File: config.mk
export PLATFORM = sky130hd
export DESIGN_NAME = mem_access_unit
export DESIGN_NICKNAME = d
export VERILOG_FILES = /design/src/rtl/mem_access_unit.sv
export SDC_FILE = /design/constraint.sdc
export NUM_CORES = 1
export LEC_CHECK = 0
export ABC_AREA = 1
export CORE_MARGIN = 2
export CORE_UTILIZATION = 35
export CTS_BUF_LIST = sky130_fd_sc_hd__clkbuf_8
export DETAILED_ROUTE_END_ITERATION = 6
export PLACE_DENSITY = 0.72
export SYNTH_ARGS = -nofsm -noshare
export SYNTH_HDL_FRONTEND = slang
export SYNTH_SLANG_ARGS = --single-unit
File: constraint.sdc
create_clock -name clk -period 1.48 [get_ports clk]
set_input_delay 0.37 -clock clk [delete_from_list [all_inputs] [get_ports clk]]
set_output_delay 0.37 -clock clk [all_outputs]
set_load 0.05 [all_outputs]
File: src/rtl/mem_access_unit.sv
// mem_access_unit: load/store unit that checks alignment and range, runs one RAM access
// per request and returns a registered, sign/zero-extended response.
module mem_access_unit #(
    parameter logic [31:0] ADDR_LIMIT = 32'd4096
) (
    input  logic        clk,
    input  logic        rst,
    input  logic        req_valid,
    output logic        req_ready,
    input  logic [2:0]  req_op,
    input  logic [31:0] req_addr,
    input  logic [31:0] req_wdata,
    output logic        resp_valid,
    output logic [31:0] resp_rdata,
    output logic        resp_exc,
    output logic [1:0]  resp_exc_code,
    output logic [31:0] resp_badvaddr,
    output logic        ram_we,
    output logic [1:0]  ram_mode,
    output logic [11:0] ram_addr,
    output logic [31:0] ram_din,
    input  logic [31:0] ram_dout
);
    typedef enum logic [1:0] {IDLE, ACCESS, RESP} state_t;
    state_t state;
    logic [2:0] op_q;
    logic [31:0] wdata_q;
    logic we_q;
    logic is_store, is_half, is_word, misaligned;
    logic [1:0] fault_code, mode;
    logic [31:0] load_data;

    always_comb begin
        is_store = req_op >= 3'd5;
        is_half = req_op == 3'd1 || req_op == 3'd4 || req_op == 3'd6;
        is_word = req_op == 3'd2 || req_op == 3'd7;
        misaligned = (is_half && req_addr[0]) || (is_word && req_addr[1:0] != 2'b00);
        fault_code = req_addr >= ADDR_LIMIT ? 2'd3 : misaligned ? (is_store ? 2'd2 : 2'd1) : 2'd0;
        mode = is_word ? 2'd0 : is_half ? 2'd1 : 2'd2;
        load_data = op_q >= 3'd5 ? 32'd0 :
                    op_q == 3'd0 ? {{24{ram_dout[7]}}, ram_dout[7:0]} :
                    op_q == 3'd1 ? {{16{ram_dout[15]}}, ram_dout[15:0]} : ram_dout;
    end

    assign req_ready = state == IDLE;
    // gated by rst so a reset edge during ACCESS never lands a store
    assign ram_we = we_q & ~rst;
    assign ram_din = wdata_q;

    always_ff @(posedge clk) begin
        if (rst) begin
            state <= IDLE;
            op_q <= 3'd0;
            wdata_q <= 32'd0;
            we_q <= 1'b0;
            ram_addr <= 12'd0;
            ram_mode <= 2'd0;
            resp_valid <= 1'b0;
            resp_rdata <= 32'd0;
            resp_exc <= 1'b0;
            resp_exc_code <= 2'd0;
            resp_badvaddr <= 32'd0;
        end else begin
            case (state)
                IDLE: if (req_valid) begin
                    op_q <= req_op;
                    wdata_q <= req_wdata;
                    if (fault_code != 2'd0) begin
                        state <= RESP;
                        resp_valid <= 1'b1;
                        resp_rdata <= 32'd0;
                        resp_exc <= 1'b1;
                        resp_exc_code <= fault_code;
                        resp_badvaddr <= req_addr;
                    end else begin
                        state <= ACCESS;
                        we_q <= is_store;
                        ram_addr <= req_addr[11:0];
                        ram_mode <= mode;
                    end
                end
                ACCESS: begin
                    state <= RESP;
                    we_q <= 1'b0;
                    resp_valid <= 1'b1;
                    resp_rdata <= load_data;
                    resp_exc <= 1'b0;
                    resp_exc_code <= 2'd0;
                    resp_badvaddr <= 32'd0;
                end
                default: begin
                    state <= IDLE;
                    resp_valid <= 1'b0;
                end
            endcase
        end
    end
endmodule

After elaboration in Yosys (flattened, before gate mapping)
Index checks and enable logic that the tools add are counted.
{"block": "op_classes", "n_reduce_logical": 16, "bitwise_logic": 3, "n_lt_le_gt_ge": 3, "n_eq_ne": 10, "n_mux": 27}
{"op": "32-bit 2-to-1 mux", "count": 7}
{"op": "32-bit one-hot mux with 2 select lines", "count": 2}
{"op": "32-bit by 13-bit >= comparator with 1-bit output (second input constant)", "count": 1}
{"op": "2-bit 2-to-1 mux", "count": 9}
{"op": "3-bit == test (second input constant)", "count": 3}
{"op": "3-bit AND reduction", "count": 3}
{"op": "2-bit one-hot mux with 2 select lines", "count": 2}
{"op": "3-bit by 1-bit == test with 1-bit output (second input constant)", "count": 2}
{"op": "3-bit >= comparator (second input constant)", "count": 2}
{"op": "1-bit one-hot mux with 2 select lines", "count": 3}
{"op": "2-bit nonzero test", "count": 3}
{"op": "1-bit logical OR", "count": 4}
{"op": "1-bit 2-to-1 mux", "count": 4}
{"op": "2-bit != test (second input constant)", "count": 2}
{"op": "2-bit AND reduction", "count": 2}
{"op": "3-bit by 2-bit == test with 1-bit output (second input constant)", "count": 1}
{"op": "3-bit zero test", "count": 1}
{"op": "2-bit by 1-bit == test with 1-bit output (second input constant)", "count": 1}
{"op": "1-bit logical AND", "count": 2}
{"op": "2-bit zero test", "count": 1}
{"op": "2-bit by 1-bit != test with 1-bit output (second input constant)", "count": 1}
{"op": "1-bit inverter", "count": 2}
{"op": "1-bit bitwise AND", "count": 1}
{"block": "word_totals", "out_inout_bits": 116, "ff_bits": 120, "elab_cells": 70, "in_bits": 102}

Depth between registers and ports, before layout
{"block": "depth", "ltp_word": 11, "mapped_depth": 12, "depth_no_buf": 11}

Least setup slack after synthesis
OpenSTA, ideal clock, no wires.
{"block": "synth_path", "kind": "flip-flop to flip-flop", "startpoint": "reg state[1]", "endpoint": "reg wdata_q[12], in the netlist ram_din[12]", "stages_incl_launch_ff": 8, "required_time_ns": 1.415, "path_slack_ns": -0.528, "synth_period_minus_slack_ns": 2.008, "t_arrival_ns": 1.944, "path_cell_list": "dfxtp_1 nor2_1 nand2_1 clkinv_1 buf_2 buf_2 nor2_1 nor2_1"}
{"block": "synth_between", "elab_chain_cells": 2}
{"element": "from (decl)", "line_no": "25", "text": "state_t state;"}
{"element": "from (signal assigned)", "line_no": "52", "text": "state <= IDLE;"}
{"element": "from (signal assigned)", "line_no": "69", "text": "state <= RESP;"}
{"element": "from (signal assigned)", "line_no": "76", "text": "state <= ACCESS;"}
{"element": "2-bit zero test"}
{"element": "net req_ready", "line_no": "9", "text": "output logic req_ready,"}
{"element": "2-bit AND reduction (no source line)"}
{"element": "to (signal assigned)", "line_no": "67", "text": "wdata_q <= req_wdata;"}
{"element": "to (decl)", "line_no": "27", "text": "logic [31:0] wdata_q;"}
The timed path passes the listed nets, and every way through them passes these cells.
A chain may end at the register's enable or synchronous reset.

Final worst setup path
{"block": "layout_path", "startpoint": "reg state[0]", "endpoint": "out req_ready"}
{"block": "layout_between", "elab_chain_cells": 1}
{"element": "2-bit zero test", "line_no": "45", "text": "assign req_ready = state == IDLE;"}
{"element": "to (decl)", "line_no": "9"}
Every way passes these cells.

==> run_summary.xml <==
<?xml version="1.0" encoding="UTF-8"?>
<metrics>
  <group name="timing">
    <metric name="final-setup-viol-count" unit="">0</metric>
    <metric name="period_share" unit="">0.968</metric>
    <metric name="rsz0062_at_grt" unit="">true</metric>
    <metric name="clock.fmax" unit="MHz">698</metric>
    <metric name="fin_ws" unit="ns">0.0471</metric>
    <metric name="worst-slew-pin-transition" unit="ns">0.255</metric>
    <metric name="report.final.slew_viol_count" unit="">0</metric>
    <metric name="clock_skew" unit="ns">0.00649</metric>
    <metric name="timing.final.hold_violations" unit="">0</metric>
    <metric name="timing.hold.ws" unit="ns">0.219</metric>
    <metric name="period_needed" unit="ns">1.43</metric>
    <metric name="max_transition_margin" unit="">0.828</metric>
  </group>
  <group name="global_routing">
    <metric name="all_layer_global_routing_usage" unit="">0.222</metric>
    <metric name="grt_first_pass_wirelength" unit="um">25100</metric>
    <metric name="first_global_vias" unit="">5072</metric>
    <metric name="grt_start_max_net_pins" unit="">54</metric>
    <metric name="grt_remaining_overflow" unit="">0</metric>
    <metric name="antenna_violations_before_repair" unit="">2</metric>
  </group>
  <group name="final_layout">
    <metric name="finalNetCount" unit="">986</metric>
    <metric name="final_area" unit="sq um">9080</metric>
    <metric name="layout_cells_sized_above_1" unit="">0.265</metric>
    <metric name="multi_input_comb_area" unit="sq um">2110</metric>
    <metric name="sequential_cell_area" unit="sq um">2410</metric>
    <metric name="layout.filler_cells" unit="">1042</metric>
    <metric name="area_growth" unit="%">93.7</metric>
  </group>
  <group name="clock_tree">
    <metric name="cts.reportedPaths.clkPinSlew" unit="ns">0.07</metric>
    <metric name="ctsRootBufferMaster" unit="">clkbuf_8</metric>
    <metric name="cts-buffers-inserted" unit="">17</metric>
    <metric name="cts_htree_levels" unit="">4</metric>
    <metric name="cts_tree" unit="">built</metric>
    <metric name="clkLatencyLatePin" unit="ns">0.43</metric>
    <metric name="maximum_root_to_sink_buffer_count" unit="">2</metric>
    <metric name="cts.sink_count" unit="">120</metric>
  </group>
  <group name="synth">
    <metric name="synthXorXnorAreaFrac" unit="">0</metric>
    <metric name="ys_top_cells_by_area" unit="">dfxtp_1 51%, nand2_1 11%, a21oi_1 9.5%</metric>
    <metric name="mappedNetlistArea" unit="sq um">4690</metric>
    <metric name="muxShareOfSynthArea" unit="">0</metric>
    <metric name="yosys.area_share.adder" unit="">0</metric>
    <metric name="combinational_family_with_the_most_area_after_synthesis" unit="">simple AND/OR/NAND/NOR gates</metric>
    <metric name="simple_gate_portion_of_the_synthesized_area" unit="">0.261</metric>
    <metric name="synth_top_area_cell" unit="">dfxtp_1</metric>
    <metric name="synthesis.area_per_instance" unit="sq um">7.32</metric>
    <metric name="post-synth-top-area-fraction" unit="">0.513</metric>
    <metric name="synth_seq_cells" unit="">120</metric>
    <metric name="synth-seq-area-share" unit="">0.513</metric>
    <metric name="synth_compound_area_frac" unit="">0.167</metric>
    <metric name="ys.warnings.count" unit="">0</metric>
    <metric name="postSynthCellCount" unit="">640</metric>
    <metric name="post_synth_num_cell_types" unit="">23</metric>
    <metric name="syn-num-nets" unit="">742</metric>
  </group>
  <group name="die">
    <metric name="die_w" unit="um">120</metric>
    <metric name="die_h" unit="um">120</metric>
    <metric name="coreArea" unit="sq um">13100</metric>
    <metric name="floorplan.rows" unit="">42</metric>
    <metric name="initial_utilization" unit="">0.357</metric>
    <metric name="floorplan.die_area" unit="sq um">14300</metric>
    <metric name="io-pin-count" unit="">218</metric>
  </group>
  <group name="setup_path">
    <metric name="timing.critical_path.cells" unit="">nor2_4 -&gt; buf_12</metric>
    <metric name="critical_path.reg2reg.startpoint" unit="">state[0]</metric>
    <metric name="timing_worst_setup_path_type" unit="">flop to output pin</metric>
    <metric name="worst_ep_arrival_time" unit="ns">1.06</metric>
    <metric name="required" unit="ns">1.11</metric>
    <metric name="critPathCaptureType" unit="">output pin</metric>
    <metric name="worstPathBufferInverterCount" unit="">1</metric>
    <metric name="cpPeakStageDelay" unit="ns">0.34</metric>
    <metric name="crit_fanout" unit="">3</metric>
    <metric name="critical_path.startpoint_type" unit="">flop</metric>
    <metric name="worstRegToRegCells" unit="">7</metric>
    <metric name="r2r_end" unit="">resp_badvaddr[19]</metric>
    <metric name="worst_path_dominant_cell_family" unit="">flip-flops</metric>
    <metric name="slowest_stage" unit="">dfxtp_2</metric>
    <metric name="reg2reg_slack" unit="ns">0.07</metric>
  </group>
  <group name="pwr">
    <metric name="max-vdd-ir-drop" unit="mV">0.568</metric>
    <metric name="power.density_cell_area" unit="nW/um^2">906</metric>
    <metric name="p_leak" unit="nW">3.72</metric>
  </group>
  <group name="worst_hold_path">
    <metric name="min_delay_path_depth" unit="">3</metric>
    <metric name="min_delay_worst_endpoint" unit="">resp_badvaddr[16]</metric>
    <metric name="min_from" unit="">req_addr[16]</metric>
    <metric name="min-delay-path-class" unit="">input port to flop</metric>
  </group>
  <group name="routing">
    <metric name="totalWireLength" unit="um">15800</metric>
    <metric name="drt-vias-per-instance" unit="">4.75</metric>
    <metric name="ant_nets" unit="">0</metric>
    <metric name="firstDrtPassIters" unit="">5</metric>
    <metric name="remaining_drc_errors" unit="">0</metric>
    <metric name="route.vias.total" unit="">5106</metric>
    <metric name="drt_iter0_drc" unit="">192</metric>
    <metric name="drt-wirelength-per-cell" unit="um">14.8</metric>
  </group>
  <group name="placement">
    <metric name="placement.cell_area" unit="sq um">8450</metric>
    <metric name="dp_hpwl" unit="um">11200</metric>
    <metric name="gp_congestion" unit="">0.797</metric>
    <metric name="worst_slack_after_detailed_placement" unit="ns">-0.689</metric>
    <metric name="portBuffers" unit="">217</metric>
  </group>
  <group name="flow_run">
    <metric name="maxCapViolations" unit="">0</metric>
  </group>
  <group name="outcome">
    <metric name="run_status" unit="">complete, no violations</metric>
  </group>
</metrics>
stage by stage:
| stage | utilization | power (W) | setup TNS (ns) | std cells |
|---|---|---|---|---|
| 5_1_grt | 0.691 | 0.00860 | -0.0375 | 1074 |
| 3_3_place_gp | 0.644 | 0.00546 | -48.67 | 1031 |
| 2_1_floorplan | - | 0.00439 | -0.0673 | 640 |
| 4_1_cts | 0.681 | 0.00828 | -0.454 | 1068 |
| 3_5_place_dp | 0.644 | 0.00548 | -56.60 | 1031 |
| 6_report | 0.691 | 0.00823 | 0 | 1074 |
cell usage in the layout, fill, tap and decap left out, types with 10 or more instances in the layout:
cell / n
a21oi_1: 83
buf_12: 126
buf_4: 34
clkbuf_8: 21
clkdlybuf4s15_1: 10
clkdlybuf4s50_1: 75
dfxtp_1: 117
inv_1: 15
nand2_1: 137
nand3_1: 39
nor2_1: 102
o21ai_0: 63
state kept, by name, summed over array words and instances (netlist names):
signal,count
ram_mode,2
resp_exc,1
state,2
resp_badvaddr,32
we_q,1
ram_addr,12
resp_valid,1
resp_rdata,32
ram_din,32
op_q,3
resp_exc_code,2
kinds of logic (layout without fill, tap and decap cells):
logic type	Yosys count	after routing
AND/OR/NAND/NOR	302	302
AO/OA/AOI/OAI	156	156
flip-flops	120	120
buffers and inverters	62	318
other	0	2
worst max path at each step:
| stage | from | end | slack (ns) | depth (start not counted) |
|---|---|---|---|---|
| 6_report | state[0] | req_ready | 0.05 | 2 |
| 5_1_grt | state[0] | resp_badvaddr[13] | -0.02 | 7 |
| 3_3_place_gp | req_op[1] | resp_badvaddr[17] | -0.58 | 10 |
| 4_1_cts | req_addr[13] | resp_badvaddr[12] | -0.04 | 10 |
| 2_1_floorplan | req_addr[21] | resp_rdata[0] | -0.002 | 11 |
| 3_5_place_dp | req_op[0] | resp_rdata[5] | -0.69 | 12 |
routing by layer:
| layer | part of all wire | track usage | up-vias |
|---|---|---|---|
| met1 | 0.40 | 0.257 | 2344 |
| li1 | - | - | 2569 |
| met2 | 0.49 | 0.363 | 165 |
| met5 | 0 | 0 | - |
| met4 | 0.025 | 0.100 | 0 |
| met3 | 0.084 | 0.0846 | 28 |
where the power goes:
group | leakage (nW) | internal (W) | switching, W
combinational | 2.54 | 0.000985 | 0.000991
clock | 0.200 | 0.00147 | 0.00127
sequential | 0.983 | 0.00337 | 0.000138
total | 3.72 | 0.00582 | 0.00240
area by class of cell:
type / instances / area share
Inverter: 19 / 0.00786
Antenna cell: 2 / 0.000551
Clock inverter: 10 / 0.00868
Clock buffer: 21 / 0.0318
Sequential cell: 120 / 0.265
Tap cell: 176 / 0.0243
Timing Repair Buffer: 268 / 0.429
Multi-Input combinational cell: 458 / 0.233
cells in the mapped netlist:
cell type and number:
clkinv_1 1, clkbuf_1 25, buf_6 4, o21ai_0 63
nand3_2 2, or2_1 1, nand2_1 143, inv_2 3
nor2_1 109, dfxtp_1 120, buf_1 1, and2_1 1
nand2_2 2, nand4_1 2, a21oi_1 89, inv_1 15
buf_2 12, o21ai_1 4, clkbuf_2 1, nor2_4 1
nor2_2 1, nand3_1 39, nand3b_1 1
what timing repair did:
item / CTS / global route
buffers inserted: 4 / 2
pin swaps: 5 / 26
hold buffers: 0 / 0
gates resized for setup: 36 / 40
endpoints found under the hold margin: 0 / 0
cloned: 2 / 2
endpoints found under the setup margin: 84 / 84
tightest hold or removal path: stages:
cell,delay [ns]
clkbuf_2,0.09
nand3_1,0.07
a21oi_1,0.06
Note: power is estimated with default switching activity, not from simulation.
